## src/rtl/gpu_pkg.sv

```systemverilog
// Shared GPU-wide definitions: register-set entry width and its carrier type.
package gpu_pkg;

   localparam int REGSET_W = 256;

   typedef logic [REGSET_W-1:0] regset_t;

endpackage

```

## src/rtl/warp_ctx_queue_if.sv

```systemverilog
// Scheduler-to-dispatch context queue bus; master drives push/pop, slave is the queue.
interface warp_ctx_queue_if
   import gpu_pkg::*;
#(
   parameter int DATA_W = REGSET_W,
   parameter int DEPTH  = 16
);
   localparam int CW = $clog2(DEPTH) + 1;

   logic              flush;
   logic              push;
   logic [DATA_W-1:0] push_data;
   logic              pop;
   logic [DATA_W-1:0] pop_data;
   logic              pop_valid;
   logic [CW-1:0]     count;
   logic              full;
   logic              empty;
   logic              almost_full;
   logic              almost_empty;
   logic              err_overflow;
   logic              err_underflow;
   logic              err_clear;

   modport master (
      output flush, push, push_data, pop, err_clear,
      input  pop_data, pop_valid, count, full, empty, almost_full, almost_empty,
             err_overflow, err_underflow
   );

   modport slave (
      input  flush, push, push_data, pop, err_clear,
      output pop_data, pop_valid, count, full, empty, almost_full, almost_empty,
             err_overflow, err_underflow
   );

endinterface

```

## src/rtl/warp_ctx_queue_sdp_ram.sv

```systemverilog
// Simple dual-port RAM: one synchronous write port, one registered read port.
module sdp_ram
   import gpu_pkg::*;
#(
   parameter int DATA_W = REGSET_W,
   parameter int DEPTH  = 16
) (
   input  logic                     clk,
   input  logic                     rst_n,
   input  logic                     we,
   input  logic [$clog2(DEPTH)-1:0] waddr,
   input  logic [DATA_W-1:0]        wdata,
   input  logic                     re,
   input  logic [$clog2(DEPTH)-1:0] raddr,
   output logic [DATA_W-1:0]        rdata
);

   logic [DATA_W-1:0] mem [DEPTH];
   logic [DATA_W-1:0] rdata_q, rdata_d;

   // NOTE: the array has no reset so it maps onto RAM cells; only the read register is cleared.
   always_ff @(posedge clk) begin
      if (we) mem[waddr] <= wdata;
   end

   // A same-address write and read return the old word (read-before-write).
   always_comb begin
      rdata_d = rdata_q;
      if (re) rdata_d = mem[raddr];
   end

   always_ff @(posedge clk or negedge rst_n) begin
      if (!rst_n) rdata_q <= '0;
      else        rdata_q <= rdata_d;
   end

   assign rdata = rdata_q;

endmodule

```

## src/rtl/warp_ctx_queue.sv

```systemverilog
// FIFO of warp register-set contexts between the warp scheduler and dispatch, with
// thresholds, synchronous flush and sticky overflow/underflow flags.
module warp_ctx_queue
   import gpu_pkg::*;
#(
   parameter int DATA_W    = REGSET_W,
   parameter int DEPTH     = 16,
   parameter int AFULL_TH  = DEPTH - 2,
   parameter int AEMPTY_TH = 2
) (
   input logic            clk,
   input logic            rst_n,
   warp_ctx_queue_if.slave q
);

   localparam int AW = $clog2(DEPTH);
   localparam int CW = AW + 1;

   localparam logic [CW-1:0] DEPTH_C  = CW'(DEPTH);
   localparam logic [CW-1:0] AFULL_C  = CW'(AFULL_TH);
   localparam logic [CW-1:0] AEMPTY_C = CW'(AEMPTY_TH);

   logic [AW-1:0] wr_ptr_q, wr_ptr_d;
   logic [AW-1:0] rd_ptr_q, rd_ptr_d;
   logic [CW-1:0] count_q, count_d;
   logic          pop_valid_q, pop_valid_d;
   logic          err_ovf_q, err_ovf_d;
   logic          err_udf_q, err_udf_d;
   logic          push_ok, pop_ok;
   logic          full, empty;

   assign full  = (count_q == DEPTH_C);
   assign empty = (count_q == '0);

   // NOTE: every signal written here gets a default first, so no path can infer a latch.
   always_comb begin
      pop_ok      = q.pop & ~empty & ~q.flush;
      push_ok     = q.push & (~full | pop_ok) & ~q.flush;
      wr_ptr_d    = wr_ptr_q;
      rd_ptr_d    = rd_ptr_q;
      count_d     = count_q;
      pop_valid_d = pop_ok;

      if (q.flush) begin
         wr_ptr_d = '0;
         rd_ptr_d = '0;
         count_d  = '0;
      end else begin
         if (push_ok) wr_ptr_d = wr_ptr_q + AW'(1);
         if (pop_ok)  rd_ptr_d = rd_ptr_q + AW'(1);
         case ({push_ok, pop_ok})
            2'b10:   count_d = count_q + CW'(1);
            2'b01:   count_d = count_q - CW'(1);
            default: count_d = count_q;
         endcase
      end

      // A new error event in the same cycle as err_clear wins.
      err_ovf_d = (err_ovf_q & ~q.err_clear) | (q.push & ~q.flush & ~push_ok);
      err_udf_d = (err_udf_q & ~q.err_clear) | (q.pop & ~q.flush & empty);
   end

   // NOTE: state registers use non-blocking assignments so every flop samples pre-edge values.
   always_ff @(posedge clk or negedge rst_n) begin
      if (!rst_n) begin
         wr_ptr_q    <= '0;
         rd_ptr_q    <= '0;
         count_q     <= '0;
         pop_valid_q <= 1'b0;
         err_ovf_q   <= 1'b0;
         err_udf_q   <= 1'b0;
      end else begin
         wr_ptr_q    <= wr_ptr_d;
         rd_ptr_q    <= rd_ptr_d;
         count_q     <= count_d;
         pop_valid_q <= pop_valid_d;
         err_ovf_q   <= err_ovf_d;
         err_udf_q   <= err_udf_d;
      end
   end

   sdp_ram #(
      .DATA_W (DATA_W),
      .DEPTH  (DEPTH)
   ) u_ram (
      .clk   (clk),
      .rst_n (rst_n),
      .we    (push_ok),
      .waddr (wr_ptr_q),
      .wdata (q.push_data),
      .re    (pop_ok),
      .raddr (rd_ptr_q),
      .rdata (q.pop_data)
   );

   assign q.pop_valid     = pop_valid_q;
   assign q.count         = count_q;
   assign q.full          = full;
   assign q.empty         = empty;
   assign q.almost_full   = (count_q >= AFULL_C);
   assign q.almost_empty  = (count_q <= AEMPTY_C);
   assign q.err_overflow  = err_ovf_q;
   assign q.err_underflow = err_udf_q;

endmodule

```

## src/flat_wrapper.sv

```systemverilog
// flat-port wrapper written by rule: the top's interface ports become plain ports
module warp_ctx_queue_flat import gpu_pkg::*;
#(
   parameter int DATA_W    = REGSET_W,
   parameter int DEPTH     = 16,
   parameter int AFULL_TH  = DEPTH - 2,
   parameter int AEMPTY_TH = 2
)
  (clk, rst_n, q_flush, q_push, q_push_data, q_pop, q_err_clear, q_pop_data, q_pop_valid, q_count, q_full, q_empty, q_almost_full, q_almost_empty, q_err_overflow, q_err_underflow);
  warp_ctx_queue_if #(.DATA_W(DATA_W), .DEPTH(DEPTH)) q_i ();
  input logic clk;
  input logic rst_n;
  input wire logic [$bits(q_i.flush)-1:0] q_flush;
  input wire logic [$bits(q_i.push)-1:0] q_push;
  input wire logic [$bits(q_i.push_data)-1:0] q_push_data;
  input wire logic [$bits(q_i.pop)-1:0] q_pop;
  input wire logic [$bits(q_i.err_clear)-1:0] q_err_clear;
  output wire logic [$bits(q_i.pop_data)-1:0] q_pop_data;
  output wire logic [$bits(q_i.pop_valid)-1:0] q_pop_valid;
  output wire logic [$bits(q_i.count)-1:0] q_count;
  output wire logic [$bits(q_i.full)-1:0] q_full;
  output wire logic [$bits(q_i.empty)-1:0] q_empty;
  output wire logic [$bits(q_i.almost_full)-1:0] q_almost_full;
  output wire logic [$bits(q_i.almost_empty)-1:0] q_almost_empty;
  output wire logic [$bits(q_i.err_overflow)-1:0] q_err_overflow;
  output wire logic [$bits(q_i.err_underflow)-1:0] q_err_underflow;
  assign q_i.flush = q_flush;
  assign q_i.push = q_push;
  assign q_i.push_data = q_push_data;
  assign q_i.pop = q_pop;
  assign q_i.err_clear = q_err_clear;
  assign q_pop_data = q_i.pop_data;
  assign q_pop_valid = q_i.pop_valid;
  assign q_count = q_i.count;
  assign q_full = q_i.full;
  assign q_empty = q_i.empty;
  assign q_almost_full = q_i.almost_full;
  assign q_almost_empty = q_i.almost_empty;
  assign q_err_overflow = q_i.err_overflow;
  assign q_err_underflow = q_i.err_underflow;
  warp_ctx_queue #(.DATA_W(DATA_W), .DEPTH(DEPTH), .AFULL_TH(AFULL_TH), .AEMPTY_TH(AEMPTY_TH)) u_core (.clk(clk), .rst_n(rst_n), .q(q_i));
endmodule
```

## config.mk

```make
export PLATFORM = sky130hd
export DESIGN_NAME = warp_ctx_queue_flat
export DESIGN_NICKNAME = d
export VERILOG_FILES = /design/src/rtl/gpu_pkg.sv /design/src/rtl/warp_ctx_queue_if.sv /design/src/rtl/warp_ctx_queue_sdp_ram.sv /design/src/rtl/warp_ctx_queue.sv /design/src/flat_wrapper.sv
export SDC_FILE = /design/constraint.sdc
export NUM_CORES = 2
export LEC_CHECK = 0
export ABC_AREA = 0
export CAP_MARGIN = 0
export CORE_MARGIN = 2
export CORE_UTILIZATION = 44
export CTS_CLUSTER_DIAMETER = 80
export CTS_CLUSTER_SIZE = 25
export DETAILED_ROUTE_END_ITERATION = 6
export PLACE_DENSITY = 0.6
export SLEW_MARGIN = 10
export SYNTH_ARGS = -nofsm -noshare
export SYNTH_HDL_FRONTEND = slang
export SYNTH_SLANG_ARGS = --single-unit
```

## constraint.sdc

```tcl
create_clock -name clk -period 87.3 [get_ports clk]
set_input_delay 26.19 -clock clk [delete_from_list [all_inputs] [get_ports clk]]
set_output_delay 26.19 -clock clk [all_outputs]
set_load 0.005 [all_outputs]
```

==> results.ini <==
[die]
die_w_um=615
initial_core_util_pct=44.2
die_h_um=615
row_count=224
pin_count=530
core-area_um2=372000
die-area_um2=379000

[drt]
wirelength_mm=395
ant_nets=0
num_vias=76800
drt_iter0_markers=8253
vias_per_cell=5.85
firstDrtPassIters=5
route.detailed.drc=0
wire_per_inst_um=30.1

[sta]
tightestPinTransition_ps=1210
clock.fmax_mhz=32.5
final.setup.worst_slack_ps=56550
hold_viol_final=0
fin_skew_ps=81.7
max_slew_margin_pct=19.0
grt_setup_unrepaired=no
finalCriticalPeriod_ps=30750
whs_ps=485
setup_viol=0
setup_tns_ps=0
finalCritPeriodShare_pct=35.2
final_max_slew_viol_count=0

[placed_design]
placed_cells_incl_taps=12800
port_buffers=529
place.gp.congestion=0.761
place_ws_ps=55550
dp_hpwl_mm=229

[global_route]
grt_pass1_wl_mm=572
grt_overflow=0
grt_max_degree=121
antenna_found_initial=35
gr-usage-all-layers_pct=20.6
grt_pass1_vias=78400

[synthesis]
synth_fp_nets=7828
syn_inst=7559
synth_edf_count=4096
yosysWarnings=0
synth.distinct_cells=50
async_reset_ff_share_pct=6.23
yosysSeqAreaShare_pct=79.0
synth_area_um2=164000
postSynthRegisterBits=4368
avgSynthCellArea_um2=21.7
synthFlopType=edfxtp_1

[worst_setup_path]
cp_common_cell=buf_4
worstSetupPathType=in2reg
worst-path-buf-inv=6
critPathArrivalTime_ps=31330
slowest_stage=and2_4
cp_top_family=buffers and inverters
crit_chain=clkdlybuf4s50_1 -> buf_4 -> nand2b_1 -> a31oi_1 -> buf_4 -> nand2b_1 -> nor3_1 -> and2_4 -> buf_4 -> buf_4 -> buf_4
crit_path_max_incr_delay_ps=930
cp.required_ps=87880
r2r_setup_slack_ps=80480
worst-path-max-fanout=56
crit_path_end_kind=flip-flop
cp-start-kind=input port

[power]
power_per_cell_area_nw_per_um2=23.4
switching_share_pct=24.9
leakage_nw=54.7
ir_drop_v=0.0000199
power_frac_comb_pct=16.2
internal_power_mw=3.19
clkPwrFrac_pct=27.0
seq_power_share_pct=56.8
power_mw=4.24
p_switching_mw=1.05

[final_layout]
fill_cells=30100
final_cell_mix=4096 x edfxtp_1, 891 x mux4_2, 586 x nand2_1
area_delta_synth_final_pct=10.4
multiInputGateArea_um2=32300
post_layout_nonfiller_instances=13100
final_common_cell=edfxtp_1
regArea_um2=130000
nets=8285
final_layout_size_suffix_gt1_share_pct=16.4

[run_status]
status=finished, final reports clean

[cts]
root_buffer=clkbuf_16
ctsLongestPathBuffers=4
cts.sinks=4368
cts.clk_slew.worst_paths_ps=90
post_cts_resized=0
cts_buffers=211
htreeDepth=4
worstSkewPairLatency_ps=980
post_cts_buffers=0
cts_tree=yes
holdBufCountCts=0

[run]
drv_cap=0

[worst_hold_path]
min_path_type=reg2reg

## final timing paths
kind / depth (start not counted) / end / startpoint
max: 11 / u_core.u_ram.mem[3][129] / q_flush
min: 2 / u_core.u_ram.rdata[251] / u_core.u_ram.rdata[251]
max reg2reg: 8 / u_core.u_ram.rdata[167] / u_core.rd_ptr_q[0]
min reg2reg: 2 / u_core.u_ram.rdata[251] / u_core.u_ram.rdata[251]
max in group asynchronous: 4 / u_core.rd_ptr_q[2] / rst_n
min in group asynchronous: 1 / u_core.u_ram.rdata[178] / rst_n
## state kept, by name, indices dropped and copies added (netlist names)
name / flops
u_core.q.count: 5
u_core.q.err_overflow: 1
u_core.q.err_underflow: 1
u_core.q.pop_valid: 1
u_core.rd_ptr_q: 4
u_core.u_ram.mem: 4096
u_core.u_ram.rdata: 256
u_core.wr_ptr_q: 4
## metrics by stage
step                      util, %  instance area, um^2
after global routing         48.8               182000
final                        48.8               182000
after floorplan                 -               164000
after detailed placement     47.0               175000
after CTS                    48.8               182000
after global placement       47.0               175000
## cell families after synthesis
logic type | synth area share (%)
buf+inv | 1.45
fa+ha+maj | 0.0533
xor+xnor | 0.0426
flops | 79.0
mux | 14.6
simple gates | 1.55
compound gates | 3.35
## metal layers
metal	vias up	track usage, %	routed length (um)
met5	-	0	74
met4	12	4.47	8900
met3	404	2.40	20100
met2	2227	34.5	197000
met1	41900	29.1	169000
li1	32300	-	-
## power by group through the flow
stage	clock, mW	sequential (mW)	combinational (mW)
finish	1.15	2.41	0.686
global route	1.24	2.42	0.740
CTS	1.18	2.41	0.705
detailed placement	0	2.46	0.703
global placement	0	2.46	0.699
floorplan	0	2.46	0.410
## cell type report
class,count,share of cell area [%]
flip-flops and latches,4368,71.5
multi-input cells,2745,17.8
repair buffers,679,3.62
well taps,4972,3.43
clock buffers,306,3.16
clock inverters,52,0.445
inverters,11,0.0276
diodes,9,0.0124
## worst reg2reg max path: cells and delay by family, from the launching register on
family                 cells  cell delay, ps
multiplexers               1             630
buffers and inverters      5            4480
AO/OA/AOI/OAI              2             570
flip-flops                 1             940
## synth_stat cells, types with 2 or more instances
master,number,area (um^2)
buf_2,116,581
buf_4,9,67.6
edfxtp_1,4096,123000
dfrtp_1,272,6810
nand2b_1,7,43.8
o221ai_1,388,3400
xnor2_1,4,35.0
nor3_1,2,10.0
nand3_1,5,25.0
a21o_1,2,15.0
o21ai_0,7,35.0
or3_1,2,12.5
o22ai_1,2,12.5
buf_12,2,40.0
mux4_2,891,20100
buf_6,64,721
clkbuf_1,188,706
nor2_1,21,78.8
inv_2,2,7.51
o21ai_1,388,1940
inv_1,9,33.8
nor4b_1,3,26.3
nand2_1,587,2200
a21oi_1,5,25.0
xor2_1,4,35.0
mux2i_1,390,3900
a22oi_1,2,15.0
ha_1,7,87.6
buf_1,55,206
and2_1,9,56.3
(Power assumes the default switching activity.)
